### config.mk
export PLATFORM = sky130hd
export DESIGN_NAME = radio_tx_core_flat
export DESIGN_NICKNAME = d
export VERILOG_FILES = /design/src/rtl/radio_tx_core_if.sv /design/src/rtl/radio_tx_core.sv /design/src/flat_wrapper.sv
export SDC_FILE = /design/constraint.sdc
export NUM_CORES = 1
export LEC_CHECK = 0
export ABC_CLOCK_PERIOD_IN_PS = 7600
export BUFFER_PORTS_ARGS = -buffer_cell sky130_fd_sc_hd__buf_2
export CORE_UTILIZATION = 55
export DETAILED_ROUTE_END_ITERATION = 12
export GPL_ROUTABILITY_DRIVEN = 0
export PLACE_DENSITY = 0.72
export SYNTH_ARGS = -nofsm -noshare
export SYNTH_HDL_FRONTEND = slang
export SYNTH_SLANG_ARGS = --single-unit
### constraint.sdc
create_clock -name clk -period 7.6 [get_ports clk]
set_input_delay 1.14 -clock clk [delete_from_list [all_inputs] [get_ports clk]]
set_output_delay 1.14 -clock clk [all_outputs]
set_load 0.05 [all_outputs]
### src/rtl/radio_tx_core_if.sv
// Audio sample handshake between an audio source and the FM transmit core.
interface radio_tx_core_if;
  logic signed [15:0] audio;
  logic               audio_valid;
  logic               audio_ready;

  modport master (output audio, output audio_valid, input audio_ready);
  modport slave  (input audio, input audio_valid, output audio_ready);
endinterface

### src/rtl/radio_tx_core.sv
// FM transmitter: audio holding register, 3-stage CIC interpolator (x R2),
// deviation scaling and carrier phase accumulator driving a 1-bit RF output.
module radio_tx_core #(
  parameter int width_dds = 32,
  parameter int R2        = 30
) (
  input  logic                 clk,
  input  logic                 reset,
  input  logic                 en_b,
  input  logic                 en_a,
  input  logic [width_dds-1:0] K,
  input  logic [14:0]          Kd,
  radio_tx_core_if.slave       aud,
  output logic                 underrun,
  output logic                 rf
);

  localparam int W    = 16 + $clog2(R2**3);
  localparam int SLSB = $clog2(R2**2);

  genvar gi;

  logic                    r_run;
  logic                    r_full;
  logic                    r_underrun;
  logic                    r_stuff;
  logic                    r_rf;
  logic signed [15:0]      r_hold;
  logic signed [15:0]      r_xprev;
  logic signed [W-1:0]     r_cout;
  logic [width_dds-1:0]    r_dev;
  logic [width_dds-1:0]    r_phase;

  logic                    w_accept;
  logic signed [15:0]      w_x;
  logic signed [W-1:0]     w_up;
  logic signed [15:0]      w_s;
  logic signed [30:0]      w_s_wide;
  logic signed [30:0]      w_kd_wide;
  logic signed [30:0]      w_prod;
  logic [width_dds-1:0]    w_dev;
  logic signed [W-1:0]     w_comb [0:3];
  logic signed [W-1:0]     w_int  [0:2];

  assign aud.audio_ready = ~r_full & r_run;
  assign w_accept        = aud.audio_valid & aud.audio_ready;

  // An empty register at en_a repeats the last consumed sample.
  assign w_x        = r_full ? r_hold : r_xprev;
  assign w_comb[0]  = {{(W-16){w_x[15]}}, w_x};

  for (gi = 0; gi < 3; gi++) begin : g_comb
    logic signed [W-1:0] r_d;
    always_ff @(posedge clk or negedge reset) begin
      if (!reset)
        r_d <= '0;
      else if (en_a)
        r_d <= w_comb[gi];
    end
    assign w_comb[gi+1] = w_comb[gi] - r_d;
  end

  assign w_up     = r_stuff ? r_cout : '0;
  assign w_int[0] = w_up;

  for (gi = 0; gi < 3; gi++) begin : g_int
    logic signed [W-1:0] r_i;
    always_ff @(posedge clk or negedge reset) begin
      if (!reset)
        r_i <= '0;
      else if (en_b)
        r_i <= r_i + w_int[gi];
    end
    if (gi < 2) begin : g_fwd
      assign w_int[gi+1] = r_i;
    end
  end

  // Drop the CIC gain's 2**SLSB part; the residual gain is R2**2 / 2**SLSB.
  assign w_s       = g_int[2].r_i[SLSB+15 -: 16];
  assign w_s_wide  = {{15{w_s[15]}}, w_s};
  assign w_kd_wide = {16'd0, Kd};
  assign w_prod    = w_s_wide * w_kd_wide;
  assign w_dev     = {{(width_dds-31){w_prod[30]}}, w_prod};

  always_ff @(posedge clk or negedge reset) begin
    if (!reset) begin
      r_run      <= 1'b0;
      r_full     <= 1'b0;
      r_underrun <= 1'b0;
      r_stuff    <= 1'b0;
      r_rf       <= 1'b0;
      r_hold     <= '0;
      r_xprev    <= '0;
      r_cout     <= '0;
      r_dev      <= '0;
      r_phase    <= '0;
    end else begin
      r_run <= 1'b1;

      if (en_a) begin
        r_xprev <= w_x;
        r_cout  <= w_comb[3];
        r_stuff <= 1'b1;
        if (!r_full)
          r_underrun <= 1'b1;
      end else if (en_b) begin
        r_stuff <= 1'b0;
      end

      // Ready is low while full, so accept and consume never collide.
      if (w_accept) begin
        r_hold <= aud.audio;
        r_full <= 1'b1;
      end else if (en_a) begin
        r_full <= 1'b0;
      end

      if (en_b)
        r_dev <= w_dev;

      r_phase <= r_phase + K + r_dev;
      r_rf    <= r_phase[width_dds-1];
    end
  end

  assign underrun = r_underrun;
  assign rf       = r_rf;

endmodule

### src/flat_wrapper.sv
// flat-port wrapper written by rule: the top's interface ports become plain ports
module radio_tx_core_flat 
#(
  parameter int width_dds = 32,
  parameter int R2        = 30
)
  (clk, reset, en_b, en_a, K, Kd, underrun, rf, aud_audio, aud_audio_valid, aud_audio_ready);
  radio_tx_core_if aud_i ();
  input  logic clk;
  input  logic reset;
  input  logic en_b;
  input  logic en_a;
  input  logic [width_dds-1:0] K;
  input  logic [14:0] Kd;
  output logic underrun;
  output logic rf;
  input wire logic [$bits(aud_i.audio)-1:0] aud_audio;
  input wire logic [$bits(aud_i.audio_valid)-1:0] aud_audio_valid;
  output wire logic [$bits(aud_i.audio_ready)-1:0] aud_audio_ready;
  assign aud_i.audio = aud_audio;
  assign aud_i.audio_valid = aud_audio_valid;
  assign aud_audio_ready = aud_i.audio_ready;
  radio_tx_core #(.width_dds(width_dds), .R2(R2)) u_core (.clk(clk), .reset(reset), .en_b(en_b), .en_a(en_a), .K(K), .Kd(Kd), .aud(aud_i), .underrun(underrun), .rf(rf));
endmodule
# Word-level counts from Yosys, hierarchy flattened
# Cells that the tools add are included.
# word_totals
register_bits	302
input_bits	68
out_inout_bits	3
# classes
add_sub_neg	8
mul	1
muxes	6
bitwise	3
n_reduce_logical	3
# ops
cell	n
$add A31 B31 Y31	3
$add A32 B32 Y32	2
$sub A31 B31 Y31	2
$mul A16 B16 Y31	1
$mux W31	1
$sub A16 B16 Y17	1
$mux W16	1
$mux W1	4
$reduce_bool A2 Y1	2
$and A1 B1 Y1	2
$reduce_and A2 Y1	1
$not A1 Y1	1

# Depth between registers and ports, before layout
# depth
word_depth	4
depth_mapped	33
depth_no_buf	32

# Least setup slack after synthesis
# No wires, ideal clock.
# synth_path
path_type	input -> register
startpoint	in Kd[1]
endpoint	reg u_core.r_dev[30] (netlist name)
setup_time_ns	0.137
arrival_ns	6.692
required_ns	7.463
setup_slack_ns	0.771
path_stages	22
path_cell_list	clkbuf_1 > nand2_1 > fa_1 > inv_1 > fa_1 > inv_1 > fa_1 > inv_1 > fa_1 > fa_1 > inv_1 > fa_1 > inv_1 > ha_1 > nand4_1 > o31ai_1 > a41oi_1 > a21oi_1 > a211oi_1 > o41a_1 > xnor2_1 > a21oi_1
# synth_via
elab_chain_len	1
# synth_lines
item	line_no	source
start: declaration	flat_wrapper.sv:14	input logic [14:0] Kd;
$mul A16 B16 Y31	radio_tx_core.sv:83	assign w_prod = w_s_wide * w_kd_wide;
# Every way passes these cells.
# A chain may end at the register's enable or synchronous reset.

==> metrics.md <==
| Metric | Value |
|---|---|
| Final wirelength | 56,600 um |
| Syn nets | 3,309 |
| Detailed Route Iter0 Violations | between 1k and 1.5k |
| Cts hold-fix bufs | 0 |
| Worst path most repeated cell | a21oi_1 |
| P&R area growth vs syn | 8.22% |
| Bufs on Longest Clock Path | 3 |
| Commonest cells in the synthesized netlist | 383 x inv_1, 279 x fa_1, 261 x nand2_1 |
| Worst-path clk slew | about 0.060 ns |
| CTS Buf Count | 31 |
| Yosys reg bits | ~250 |
| Max incr delay on CP | roughly 0.50 ns |
| Yosys top cell by area | dfrtp_1 |
| Synth top area cells | dfrtp_1 24%, fa_1 21%, ha_1 12%, inv_1 5.5%, mux2_2 5.4% |
| Clk Latency, worst-skew pair | 0.61 ns |
| Status | finished, final reports clean |
| Fin crit share | 0.891 |
| Crit path required time | 8.07 ns |
| Antenna cells | 0 |
| Synth async-reset ratio | 1.00 |
| Setup repair after global routing missed its margin | false |
| H-tree depth | 1 |
| Vias in the first global route | ~20k |
| Post-synth EDFFs | 0 |
| Slew Limit Fails | 0 |
| Min Tclk post-route | around 6.8 ns |
| CP arrival | approximately 7.2 ns |
| Via count | between 15k and 20k |
| Pin count of the biggest net entering global routing | approximately 160 |
| Setup bufs post-CTS | 0 |
| TritonCTS clock tree | done |
| First-pass GRT wire length | roughly 97,000 um |
| Core area | 46,600 um2 |
| Setup TNS Final | 0 ns |
| Root buf cell | clkbuf_16 |
| Nets | approximately 3.4k |
| Synthesis warning total | 0 |
| Drt drc | 0 |
| Full die area | approximately 48,000 um2 |
| Sinks on Clock Net | roughly 250 |
| Synthesized netlist cell count | 2,720 |
| Clock skew | between 0.015 and 0.02 ns |
| Ports | 71 |
| I/O Buffers | 70 |
| Count leader, synth | inv_1 |
| Setup CP Type | reg -> reg |
| Ys flop type | dfrtp_1 |
| Drt pass-1 iters | 5 |
| Resize count post-CTS | 0 |
| Aggregate global-route resource usage | 0.247 |
| Die span in x | between 200 and 250 um |
| Max frequency | approximately 150 MHz |
| Mapped cell area | around 26,000 um2 |
| Core Rows | 79 |
| Slew HR | 0.233 |
| Top-area cell type share of the netlist area | 0.238 |
| Syn Area/Cell | between 9 and 10 um2 |
| Min-delay worst type | reg -> reg |
| Worst slew pin tran | between 1 and 1.5 ns |
| Layout cells sized above 1 | 0.101 |
| Setup violators final | 0 |
| Via-per-instance ratio | 5.59 |
| Worst path slowest cell | fa_1 |
| Starting density of the core | 0.558 |
| DRT antenna net count | 0 |
| Max cap viols | 0 |
| Distinct cell type count after synthesis | 74 |
| Remaining Overflow, GRT | 0 |
| WL/cell | between 15 and 20 um |
| Fin Hold WS | just over 0.4 ns |
| Die Y | approximately 220 um |
| Fin. Hold Viols | 0 |
| DP Wirelength | ~44,000 um |
| Initial antenna violation count | 0 |
| Worst Setup Start Kind | flop |
| CP Max Fanout | 25 |
| CP endpoint kind | flop |
| Sequential area share after synthesis | 0.238 |
-- worst max-delay path: cells and delay by family, from the launching register on --
kind | cells | cell delay, ns
AO/OA/AOI/OAI | 15 | 3.24
flip-flops | 1 | 0.47
XOR/XNOR | 3 | 0.53
adder cells (fa/ha/maj) | 3 | 1.17
buffers and inverters | 1 | 0.26
AND/OR/NAND/NOR | 8 | 0.95
-- layer usage --
| layer | GRT usage | part of all wire | wire length, um | vias to the layer above |
|---|---|---|---|---|
| li1 | - | - | - | 9111 |
| met1 | 0.309 | 0.43 | 24100 | 9457 |
| met2 | 0.435 | 0.49 | 28000 | 346 |
| met3 | 0.0301 | 0.039 | 2210 | 122 |
| met4 | 0.0907 | 0.040 | 2250 | 0 |
| met5 | 0 | 0 | 0 | - |
-- sequential cells by signal, summed over array words and instances, names as in the netlist --
register / cells
u_core.g_comb.r_d: 59
u_core.r_stuff: 1
u_core.rf: 1
u_core.r_cout: 26
u_core.g_int.r_i: 78
u_core.underrun: 1
u_core.r_dev: 31
u_core.r_run: 1
u_core.r_full: 1
u_core.r_phase: 32
u_core.r_hold: 16
-- worst paths after layout --
check / start / endpoint / slack (ns) / depth (start not counted)
worst max-delay path: u_core.r_full$_DFFE_PN0P_ / u_core.r_cout[25]$_DFFE_PN0P_ / 0.83 / 30
worst min-delay path: u_core.r_phase[31]$_DFF_PN0_ / u_core.rf$_DFF_PN0_ / 0.40 / 0
worst max register to register: u_core.r_full$_DFFE_PN0P_ / u_core.r_cout[25]$_DFFE_PN0P_ / 0.83 / 30
worst min register to register: u_core.r_phase[31]$_DFF_PN0_ / u_core.rf$_DFF_PN0_ / 0.40 / 0
max in group asynchronous: reset / u_core.r_phase[27]$_DFF_PN0_ / 5.77 / 2
min in group asynchronous: reset / u_core.g_int[2].r_i[3]$_DFFE_PN0P_ / 0.53 / 1
-- metrics by stage --
stage          cell area, um2  setup slack (ns)  instances   util
2_1_floorplan           26000             0.771       2720      -
3_3_place_gp            27000             0.358       3349  0.581
3_5_place_dp            27000             0.260       3349  0.581
4_1_cts                 28100             0.812       3404  0.604
5_1_grt                 28100             0.286       3404  0.604
6_report                28100             0.832       3404  0.604
-- cells in the final DEF, fill, tap and decap left out, types with 11 or more instances in the layout --
cell type / count
and2_1: 139
a21o_1: 71
a21boi_1: 11
or3_1: 16
a31oi_1: 11
dfrtp_1: 247
nor2_1: 104
o21ai_1: 34
o21bai_1: 20
nand2_1: 261
buf_2: 67
nand3_1: 29
a21oi_1: 155
buf_4: 22
mux2_2: 125
clkbuf_16: 31
o21ai_0: 106
a211oi_1: 18
o21a_1: 24
inv_1: 383
nor3_1: 30
nor2b_1: 27
nand2b_1: 15
xnor2_1: 132
fa_1: 279
xor2_1: 39
ha_1: 242
-- cell families (layout without fill, tap and decap cells) --
logic type / count (synthesis) / in the layout / share of synthesized area
adders and majority gates: 521 / 521 / 0.331
and+or+nand+nor: 663 / 663 / 0.123
xor gates and xnor gates: 171 / 171 / 0.0576
muxes: 130 / 130 / 0.0561
buffers and inverters: 458 / 535 / 0.0661
DFF: 247 / 247 / 0.238
other: 1 / 1 / 0.000144
AOI/OAI and AO/OA: 529 / 529 / 0.128
-- area by class of cell --
cell class / instances / area (um2)
clock buffer: 42 / 867
multi-input combinational: 2015 / 18100
inverter: 389 / 1460
clock inverter: 13 / 234
tap: 607 / 759
sequential: 247 / 6180
timing repair buffer: 91 / 536
fill: 3896 / 18400
Power is left out: the tool's default activity adds up to more than one toggle a clock period on the data nets, which glitch-free logic cannot reach.
